==> src/rtl/deg_pkg.sv <==
// deg_pkg: shared widths and FSM states for the degree display path.
// Revision 1.0
`default_nettype none

package deg_pkg;

   typedef enum logic [1:0] {
      IDLE = 2'd0,
      CAL  = 2'd1,
      END  = 2'd2
   } state_t;

   localparam int DEG_W      = 14;
   localparam int BCD_DIGITS = 5;
   localparam int BCD_W      = 4 * BCD_DIGITS;

endpackage

`default_nettype wire

==> src/rtl/bcd_add3.sv <==
// bcd_add3: double-dabble nibble correction, adds 3 when the digit is 5 or more.
// Revision 1.0
`default_nettype none

module bcd_add3 (
   input  logic [3:0] i_nib,
   output logic [3:0] o_nib
);

   // Largest input 9 maps to 12, so the 4-bit sum never wraps.
   always_comb begin
      o_nib = (i_nib >= 4'd5) ? (i_nib + 4'd3) : i_nib;
   end

endmodule

`default_nettype wire

==> src/rtl/deg2bcd.sv <==
// deg2bcd: iterative binary-to-BCD converter (one bit per clock) with leading-zero blank mask.
// Revision 1.0
`default_nettype none

module deg2bcd
   import deg_pkg::*;
#(
   parameter int DATA_W = DEG_W,
   parameter int DIGITS = BCD_DIGITS
) (
   input  logic                  i_clk,
   input  logic                  i_rst,
   input  logic                  i_start,
   input  logic [DATA_W-1:0]     i_deg,
   output logic [4*DIGITS-1:0]   o_bcd,
   output logic [DIGITS-1:0]     o_blank,
   output logic                  o_busy,
   output logic                  o_finished
);

   localparam int BCDW  = 4 * DIGITS;
   localparam int SHW   = BCDW + DATA_W;
   localparam int CNT_W = $clog2(DATA_W + 1);
   localparam logic [DIGITS-1:0] BLANK_RST = {{(DIGITS-1){1'b1}}, 1'b0};

   state_t              state_q, state_d;
   logic [SHW-1:0]      shift_q, shift_d;
   logic [CNT_W-1:0]    cnt_q, cnt_d;
   logic [BCDW-1:0]     bcd_q, bcd_d;
   logic [DIGITS-1:0]   blank_q, blank_d;
   logic                busy_q, busy_d;
   logic                finished_q, finished_d;

   logic [BCDW-1:0]     adj_bcd;
   logic [BCDW-1:0]     final_bcd;
   logic [DIGITS-1:0]   mask;
   logic                zero_run;

   generate
      for (genvar g = 0; g < DIGITS; g++) begin : g_add3
         bcd_add3 u_add3 (
            .i_nib (shift_q[DATA_W + 4*g +: 4]),
            .o_nib (adj_bcd[4*g +: 4])
         );
      end
   endgenerate

   assign final_bcd = shift_q[SHW-1:DATA_W];

   // A digit blanks while it and every digit above it is zero; digit 0 always shows.
   always_comb begin
      mask     = '0;
      zero_run = 1'b1;
      for (int n = DIGITS - 1; n >= 1; n--) begin
         zero_run = zero_run & (final_bcd[4*n +: 4] == 4'd0);
         mask[n]  = zero_run;
      end
   end

   always_comb begin
      state_d    = state_q;
      shift_d    = shift_q;
      cnt_d      = cnt_q;
      bcd_d      = bcd_q;
      blank_d    = blank_q;
      busy_d     = busy_q;
      finished_d = 1'b0;

      case (state_q)
         IDLE: begin
            if (i_start) begin
               shift_d = {{BCDW{1'b0}}, i_deg};
               cnt_d   = '0;
               busy_d  = 1'b1;
               state_d = CAL;
            end
         end
         CAL: begin
            if (cnt_q == CNT_W'(DATA_W)) begin
               bcd_d      = final_bcd;
               blank_d    = mask;
               finished_d = 1'b1;
               state_d    = END;
            end else begin
               shift_d = {adj_bcd, shift_q[DATA_W-1:0]} << 1;
               cnt_d   = cnt_q + CNT_W'(1);
            end
         end
         END: begin
            busy_d  = 1'b0;
            state_d = IDLE;
         end
         default: begin
            busy_d  = 1'b0;
            state_d = IDLE;
         end
      endcase
   end

   always_ff @(posedge i_clk or negedge i_rst) begin
      if (!i_rst) begin
         state_q    <= IDLE;
         shift_q    <= '0;
         cnt_q      <= '0;
         bcd_q      <= '0;
         blank_q    <= BLANK_RST;
         busy_q     <= 1'b0;
         finished_q <= 1'b0;
      end else begin
         state_q    <= state_d;
         shift_q    <= shift_d;
         cnt_q      <= cnt_d;
         bcd_q      <= bcd_d;
         blank_q    <= blank_d;
         busy_q     <= busy_d;
         finished_q <= finished_d;
      end
   end

   assign o_bcd      = bcd_q;
   assign o_blank    = blank_q;
   assign o_busy     = busy_q;
   assign o_finished = finished_q;

endmodule

`default_nettype wire

==> config.mk <==
export PLATFORM = sky130hd
export DESIGN_NAME = deg2bcd
export DESIGN_NICKNAME = d
export VERILOG_FILES = /design/src/rtl/deg_pkg.sv /design/src/rtl/bcd_add3.sv /design/src/rtl/deg2bcd.sv
export SDC_FILE = /design/constraint.sdc
export NUM_CORES = 1
export LEC_CHECK = 0
export BUFFER_PORTS_ARGS = -buffer_cell sky130_fd_sc_hd__buf_4
export CAP_MARGIN = 20
export CORE_MARGIN = 1.5
export CORE_UTILIZATION = 25
export CTS_CLUSTER_SIZE = 12
export DETAILED_ROUTE_END_ITERATION = 6
export GPL_TIMING_DRIVEN = 0
export SYNTH_ARGS = -nofsm -noshare
export SYNTH_HDL_FRONTEND = slang
export SYNTH_SLANG_ARGS = --single-unit
==> constraint.sdc <==
create_clock -name i_clk -period 2.1 [get_ports i_clk]
set_clock_uncertainty 0.15 [all_clocks]
set_input_delay 0.105 -clock i_clk [delete_from_list [all_inputs] [get_ports i_clk]]
set_output_delay 0.105 -clock i_clk [all_outputs]
set_load 0.005 [all_outputs]
# Word level (Yosys, flattened, before mapping)
# Index checks and enable logic that the tools add are counted.
# W data, S select, Z words.
# classes
addsub	6
order_cmp	5
eq_ne	5
n_mux	18
bitwise	4
reduce_logical	10
# ops
operator	count
$mux W34	2
$pmux W34 S2	1
$mux W4	6
$ge A4 B3 Y1 const B	5
$add A4 B2 Y4 const B	4
$logic_not A4 Y1	4
$pmux W4 S2	1
$ne A2 B2 Y1 const B	3
$reduce_and A2 Y1	3
$add A4 B1 Y4 const B	1
$eq A4 B4 Y1 const B	1
$mux W2	2
$pmux W2 S2	1
$add A3 B2 Y3 const B	1
$and A1 B1 Y1	3
$mux W1	3
$mux W3	1
$reduce_and A3 Y1	1
$eq A2 B1 Y1 const B	1
$logic_not A2 Y1	1
$pmux W1 S2	1
$reduce_bool A2 Y1	1
$not A1 Y1	1
# totals
regBits	66
in_bits	17
output_inout_bits	27
wordCells	55

# Depth between registers and ports, before layout
# Gate-level depths: netlist of the first run.
# depth
word_depth	4
depth_mapped	9
ltp_nobuf	7

# Cells and area by module
# A second synthesis of the first run with hierarchy kept.
# hier_totals
cells_unflattened	303
hier_area_um2	3344.5
# modules_own_cells
module	instances	cells_each	area_per_inst_um2
deg2bcd	1	223	2837.7
bcd_add3	5	16	101.3

# Worst setup path before layout of the first run
# No wires, ideal clock.
# synth_timing
kind	reg2reg
startpoint	register cnt_q[0]
endpoint	register shift_q[25]
setup_time_ps	122
arrival_time_ps	1672
path_slack_ps	156
path_stages_with_launch	10
synth_period_minus_slack_ps	1944
cell_sequence	dfrtp_1 > inv_1 > ha_1 > and3_4 > a211o_1 > buf_6 > inv_2 > buf_4 > o31ai_1 > a32o_1
# synth_between
elab_chain_len	3
# synth_lines
element	line	rtl
from (decl)	deg2bcd.sv:28	logic [CNT_W-1:0] cnt_q, cnt_d;
from (signal assigned)	deg2bcd.sv:112	cnt_q <= cnt_d;
$eq A4 B4 Y1	deg2bcd.sv:79	if (cnt_q == CNT_W'(DATA_W)) begin
$ne A2 B2 Y1 (no source line)	--	
$reduce_and A3 Y1 (no source line)	--	
to (signal assigned)	deg2bcd.sv:111	shift_q <= shift_d;
to (decl)	deg2bcd.sv:27	logic [SHW-1:0] shift_q, shift_d;
# Every way passes these cells.
# A chain may end at the register's enable or synchronous reset.

# Worst setup path in the final report of the first run
# layout_timing
startpoint	register cnt_q[1]
endpoint	register shift_q[21]
# The elaborated chain is that of the path after synthesis.

==> flow_summary.json, run 1 <==
{
  "rsz0062_at_grt": "no",
  "crit_path_max_fanout": 10,
  "start_util_pct": 25.5,
  "dr.pass1.iters": 4,
  "yosys.area_share.simple_pct": 14.9,
  "synth-seq-cells": 66,
  "gp_congestion": 0.770,
  "ir_worst_vdd_mv": 0.497,
  "ys.flop_type": "dfrtp_1",
  "clk_pin_slew_ns": 0.05,
  "layout_commonest_cell": "nand2_1",
  "syn_inst": 303,
  "slew_headroom_pct": 44.4,
  "path_cells": "ha_2 -> and3_4 -> a211o_1 -> buf_6 -> inv_2 -> buf_8 -> o31ai_1 -> a32o_1",
  "fp.dieW_um": 113,
  "synth_nets": 335,
  "use_met2_pct": 19.0,
  "synthDistinctLibCells": 36,
  "drive_gt1_share_pct": 21.6,
  "route.detailed.drc": 0,
  "cp-start-kind": "flip-flop",
  "synth_compound_area_share_pct": 15.6,
  "htreeDepth": 3,
  "pwr_density_cell_mw_per_mm2": 1540,
  "hold_viol_final": 0,
  "die_h_um": 113,
  "finalSetupViolCount": 0,
  "async_flop_share_pct": 100,
  "syn2layout_area_growth_pct": 32.0,
  "core_mm2": 0.0119,
  "hold_ws_ns": 0.268,
  "grt.overflow.total": 0,
  "cts-buffers-inserted": 9,
  "num_vias": 2429,
  "hold_class": "input pin to asynchronous set/reset pin",
  "postRouteAntennaNets": 0,
  "drv_cap": 0,
  "nets": 407,
  "synth_fa_ha_area_share_pct": 6.18,
  "clk_latency_ns": 0.33,
  "synthXorXnorAreaFrac_pct": 1.73,
  "clock-root-buffer": "clkbuf_16",
  "gr-usage-met3_pct": 4.23,
  "crit_arrival_ns": 2.06,
  "wire_per_inst_um": 13.2,
  "cts.sinks": 66,
  "fin_setup_tns_ns": 0,
  "clockBufferDepth": 2,
  "slowest_delay_ns": 0.40,
  "ys_seq_area_share_pct": 54.5,
  "via_per_inst": 4.61,
  "grt_pass1_wl_mm": 11.7,
  "outcome": "finished, final reports clean",
  "syn_area_per_cell_um2": 10.0,
  "power_leakage_nw": 1.97,
  "antenna_found_initial": 0,
  "postLayoutCoreUtil_pct": 33.7,
  "grt_max_degree": 67,
  "synth_top_family_by_area": "compound AO/OA/AOI/OAI gates",
  "grt_usage_pct": 11.7,
  "busiest_layer": "met2",
  "most-common-layout-cells": "nand2_1 (66), dfrtp_1 (62), buf_4 (47)",
  "io_buffers": 42,
  "tritoncts": "done",
  "use_met1_pct": 14.6,
  "routed_wirelength_mm": 6.97,
  "ioPinCount": 44,
  "synthMuxAreaShare_pct": 1.65,
  "rows": 40,
  "diodes": 0,
  "dp_hpwl_mm": 4.82,
  "slew_viol_final": 0,
  "syn-cell-area_mm2": 0.00304,
  "yosysWarnings": 0,
  "synth_edf_count": 0,
  "period_share_pct": 94.9,
  "grt_pass1_vias": 2434,
  "dieArea_mm2": 0.0128,
  "fmax_mhz": 502,
  "tightest_slew_ns": 0.833,
  "critPathKind": "flip-flop to flip-flop",
  "required_ns": 2.16,
  "drt_iter0_drc": 139,
  "min_period_ns": 1.99,
  "cp_slowest_cell": "dfrtp_1",
  "setup.worst_path.end_class": "flip-flop"
}
## layout make-up
class	instances	area (um2)
multi-input cells	201	1220
clock buffers	13	260
flip-flops and latches	66	1660
repair buffers	61	498
clock inverters	3	15.0
inverters	21	78.8
fillers	1248	7900
well taps	147	184
plain buffers	15	93.8
## stage by stage
| step | total power (W) | instance area (um2) | std cells | setup WS (ns) |
|---|---|---|---|---|
| floorplan | 0.00391 | 3040 | 303 | 0.156 |
| global placement | 0.00466 | 3540 | 492 | 0.00460 |
| detailed placement | 0.00476 | 3540 | 492 | -0.0124 |
| CTS | 0.00620 | 3980 | 525 | 0.0235 |
| global route | 0.00673 | 4010 | 527 | 0.00412 |
| finish | 0.00619 | 4010 | 527 | 0.108 |
## power by group
part / switching [W] / internal [W] / total, W
clock network: 0.000512 / 0.000856 / 0.00137
registers: 0.000378 / 0.00182 / 0.00220
logic: 0.00138 / 0.00124 / 0.00262
total: 0.00227 / 0.00392 / 0.00619
## registers in the layout, indices dropped and copies added, names as in the netlist
name and count:
state_q 2, o_finished 1, o_busy 1, o_bcd 20
shift_q 34, o_blank 4, cnt_q 4
## Yosys cell counts (all sizes together), types with 3 or more instances
master / number / share of area [%]
o21ai: 24 / 4.0
xnor2: 5 / 1.4
a31oi: 7 / 1.4
nand2: 66 / 8.2
o22ai: 8 / 1.6
buf: 12 / 2.3
clkbuf: 3 / 0.37
nand3: 5 / 0.82
dfstp: 4 / 3.5
mux2i: 5 / 1.6
nor3b: 6 / 1.6
a32o: 4 / 1.3
nand2b: 7 / 1.4
a222oi: 6 / 2.0
nor2: 13 / 1.7
a22o: 6 / 1.7
inv: 21 / 2.6
o31ai: 4 / 0.99
dfrtp: 62 / 51
a21oi: 10 / 1.6
ha: 15 / 6.2
## cell families (layout without fill, tap and decap cells)
group / after synthesis / count (layout)
flops: 66 / 66
other cells: 1 / 1
simple gates: 102 / 102
buf+inv: 36 / 113
xor+xnor: 6 / 6
mux: 5 / 5
compound gates: 72 / 72
fa+ha+maj: 15 / 15
## layer usage
layer | vias to the layer above | wire (um)
li1 | 1179 | -
met1 | 1194 | 3240
met2 | 46 | 3340
met3 | 10 | 308
met4 | 0 | 87
met5 | - | 0
## critical path, delay by kind of cell, from the launching register on
family | cells | cell delay [ns]
compound gates | 3 | 0.60
flops | 1 | 0.40
buf+inv | 3 | 0.37
simple gates | 1 | 0.19
fa+ha+maj | 1 | 0.18
## repair_timing
item | 4_1_cts | 5_1_grt
hold buffers | 16 | 0
pin swaps | 0 | 1
setup buffers | 1 | 2
endpoints found under the setup margin | 4 | 20
endpoints found under the hold margin | 77 | 0
gates cloned | 0 | 0
resized for setup | 0 | 7
## final timing paths
| path | start | to | slack, ns | depth (start not counted) |
|---|---|---|---|---|
| min in group i_clk | o_blank[4] | o_blank[4] | 0.31 | 2 |
| worst min-delay path | i_rst | shift_q[28] | 0.27 | 2 |
| worst max-delay path | cnt_q[1] | shift_q[21] | 0.11 | 8 |
| worst max register to register | cnt_q[1] | shift_q[21] | 0.11 | 8 |
| max in group asynchronous | i_rst | o_bcd[0] | 0.97 | 2 |
| worst min register to register | o_blank[4] | o_blank[4] | 0.31 | 2 |
No activity file was read; power rests on OpenSTA's default activity.
==> run 2, diff against run 1 <==
Settings changed: CAP_MARGIN 20 to default, MAX_ROUTING_LAYER from default to met4.
==> flow_summary.json, run 2 (same netlist as run 1, synthesis figures left out) <==
{
  "pwr_density_cell_mw_per_mm2": 1540,
  "wire_per_inst_um": 13.2,
  "finalSetupViolCount": 0,
  "ioPinCount": 44,
  "route.detailed.drc": 0,
  "drive_gt1_share_pct": 21.6,
  "top_register": "shift_q",
  "ir_worst_vdd_mv": 0.496,
  "largest_register_ffs": 34,
  "layout_commonest_cell": "nand2_1",
  "grt_pass1_vias": 2434,
  "slew_headroom_pct": 45.3,
  "grt_pass1_wl_mm": 11.7,
  "power_leakage_nw": 1.97,
  "clk_pin_slew_ns": 0.05,
  "hold_class": "input pin to asynchronous set/reset pin",
  "setup_ws_ns": 0.112,
  "dr_wl_met2_mm": 3.40,
  "drv_cap": 0,
  "rsz0062_at_grt": "no",
  "timing.rr.start": "cnt_q[1]",
  "routed_wirelength_mm": 6.94,
  "outcome": "finished, final reports clean",
  "m1WireLength_mm": 3.10,
  "required_ns": 2.16,
  "tritoncts": "done",
  "tightest_slew_ns": 0.821,
  "crit_arrival_ns": 2.05,
  "startpoint": "cnt_q[1]",
  "io_buffers": 42,
  "cts.sinks": 66,
  "fmax_mhz": 503,
  "diodes": 0,
  "slew_viol_final": 0,
  "wl_met3_um": 361,
  "postLayoutCoreUtil_pct": 33.7,
  "grt_max_degree": 67,
  "die_h_um": 113,
  "grt.overflow.total": 0,
  "postRouteAntennaNets": 0,
  "htreeDepth": 3,
  "period_share_pct": 94.7,
  "core_mm2": 0.0119,
  "antenna_found_initial": 0,
  "nets": 407,
  "critPathKind": "flip-flop to flip-flop",
  "gp_congestion": 0.780,
  "num_vias": 2435,
  "cp-start-kind": "flip-flop",
  "clk_latency_ns": 0.33,
  "dp_hpwl_mm": 4.82,
  "clock-root-buffer": "clkbuf_16",
  "min_period_ns": 1.99,
  "maxUsedRoutingLayer": "met4",
  "most-common-layout-cells": "nand2_1 (66), dfrtp_1 (62), buf_4 (47)",
  "dieArea_mm2": 0.0128,
  "hold_ws_ns": 0.277,
  "clockBufferDepth": 2,
  "place_ws_ns": -0.0124,
  "crit_path_max_fanout": 10,
  "drt_iter0_drc": 155,
  "cts-buffers-inserted": 9,
  "grt_usage_pct": 12.0,
  "fp.dieW_um": 113,
  "syn2layout_area_growth_pct": 32.0,
  "rows": 40,
  "hold_viol_final": 0,
  "start_util_pct": 25.5,
  "setup.worst_path.end_class": "flip-flop",
  "dr.pass1.iters": 5,
  "via_per_inst": 4.62
}
run 2: cell counts in the layout (fill, tap and decap cells not counted):
No cell type changed its count.
run 2: through the flow:
stage	instances	power (W)	setup TNS [ns]	area (um2)
floorplan	303	0.00391	0	3040
global placement	492	0.00466	0	3540
detailed placement	492	0.00476	-0.0124	3540
CTS	525	0.00620	0	3980
global route	527	0.00673	0	4010
finish	527	0.00618	0	4010
run 2: where the power goes:
part           switching [W]  internal (W)
Clock               0.000504      0.000856
Sequential          0.000376       0.00182
Combinational        0.00138       0.00124
Total                0.00226       0.00392
run 2: cell type report:
class / instances / area, um2
Clock buffer: 13 / 260
Fill cell: 1248 / 7900
Sequential cell: 66 / 1660
Timing Repair Buffer: 61 / 498
Inverter: 21 / 78.8
Buffer: 15 / 93.8
Clock inverter: 3 / 15.0
Tap cell: 147 / 184
Multi-Input combinational cell: 201 / 1220
run 2: path summary, 6_finish.rpt:
path / endpoint / slack, ns / depth (start not counted)
max: shift_q[21] / 0.11 / 8
min: o_bcd[15] / 0.28 / 2
max reg2reg: shift_q[21] / 0.11 / 8
min reg2reg: o_blank[4] / 0.31 / 2
max in group asynchronous: o_bcd[0] / 0.99 / 2
min in group i_clk: o_blank[4] / 0.31 / 2
run 2: layer usage:
metal	vias to the layer above	track usage, %
li1	1181	-
met1	1191	14.5
met2	54	19.1
met3	9	4.18
met4	0	3.75
met5	-	-
run 2: critical path, cell delays in order, from the launching register on:
cell	delay, ns
dfrtp_1	0.40
ha_2	0.18
and3_4	0.19
a211o_1	0.30
buf_6	0.15
inv_2	0.08
buf_8	0.13
o31ai_1	0.09
a32o_1	0.21
run 2: timing repair:
item / 4_1_cts / 5_1_grt
setup buffers: 1 / 2
hold endpoints to repair: 77 / 0
setup endpoints to repair: 4 / 20
resized for setup: 0 / 7
hold buffers: 16 / 0
pin swaps: 0 / 1
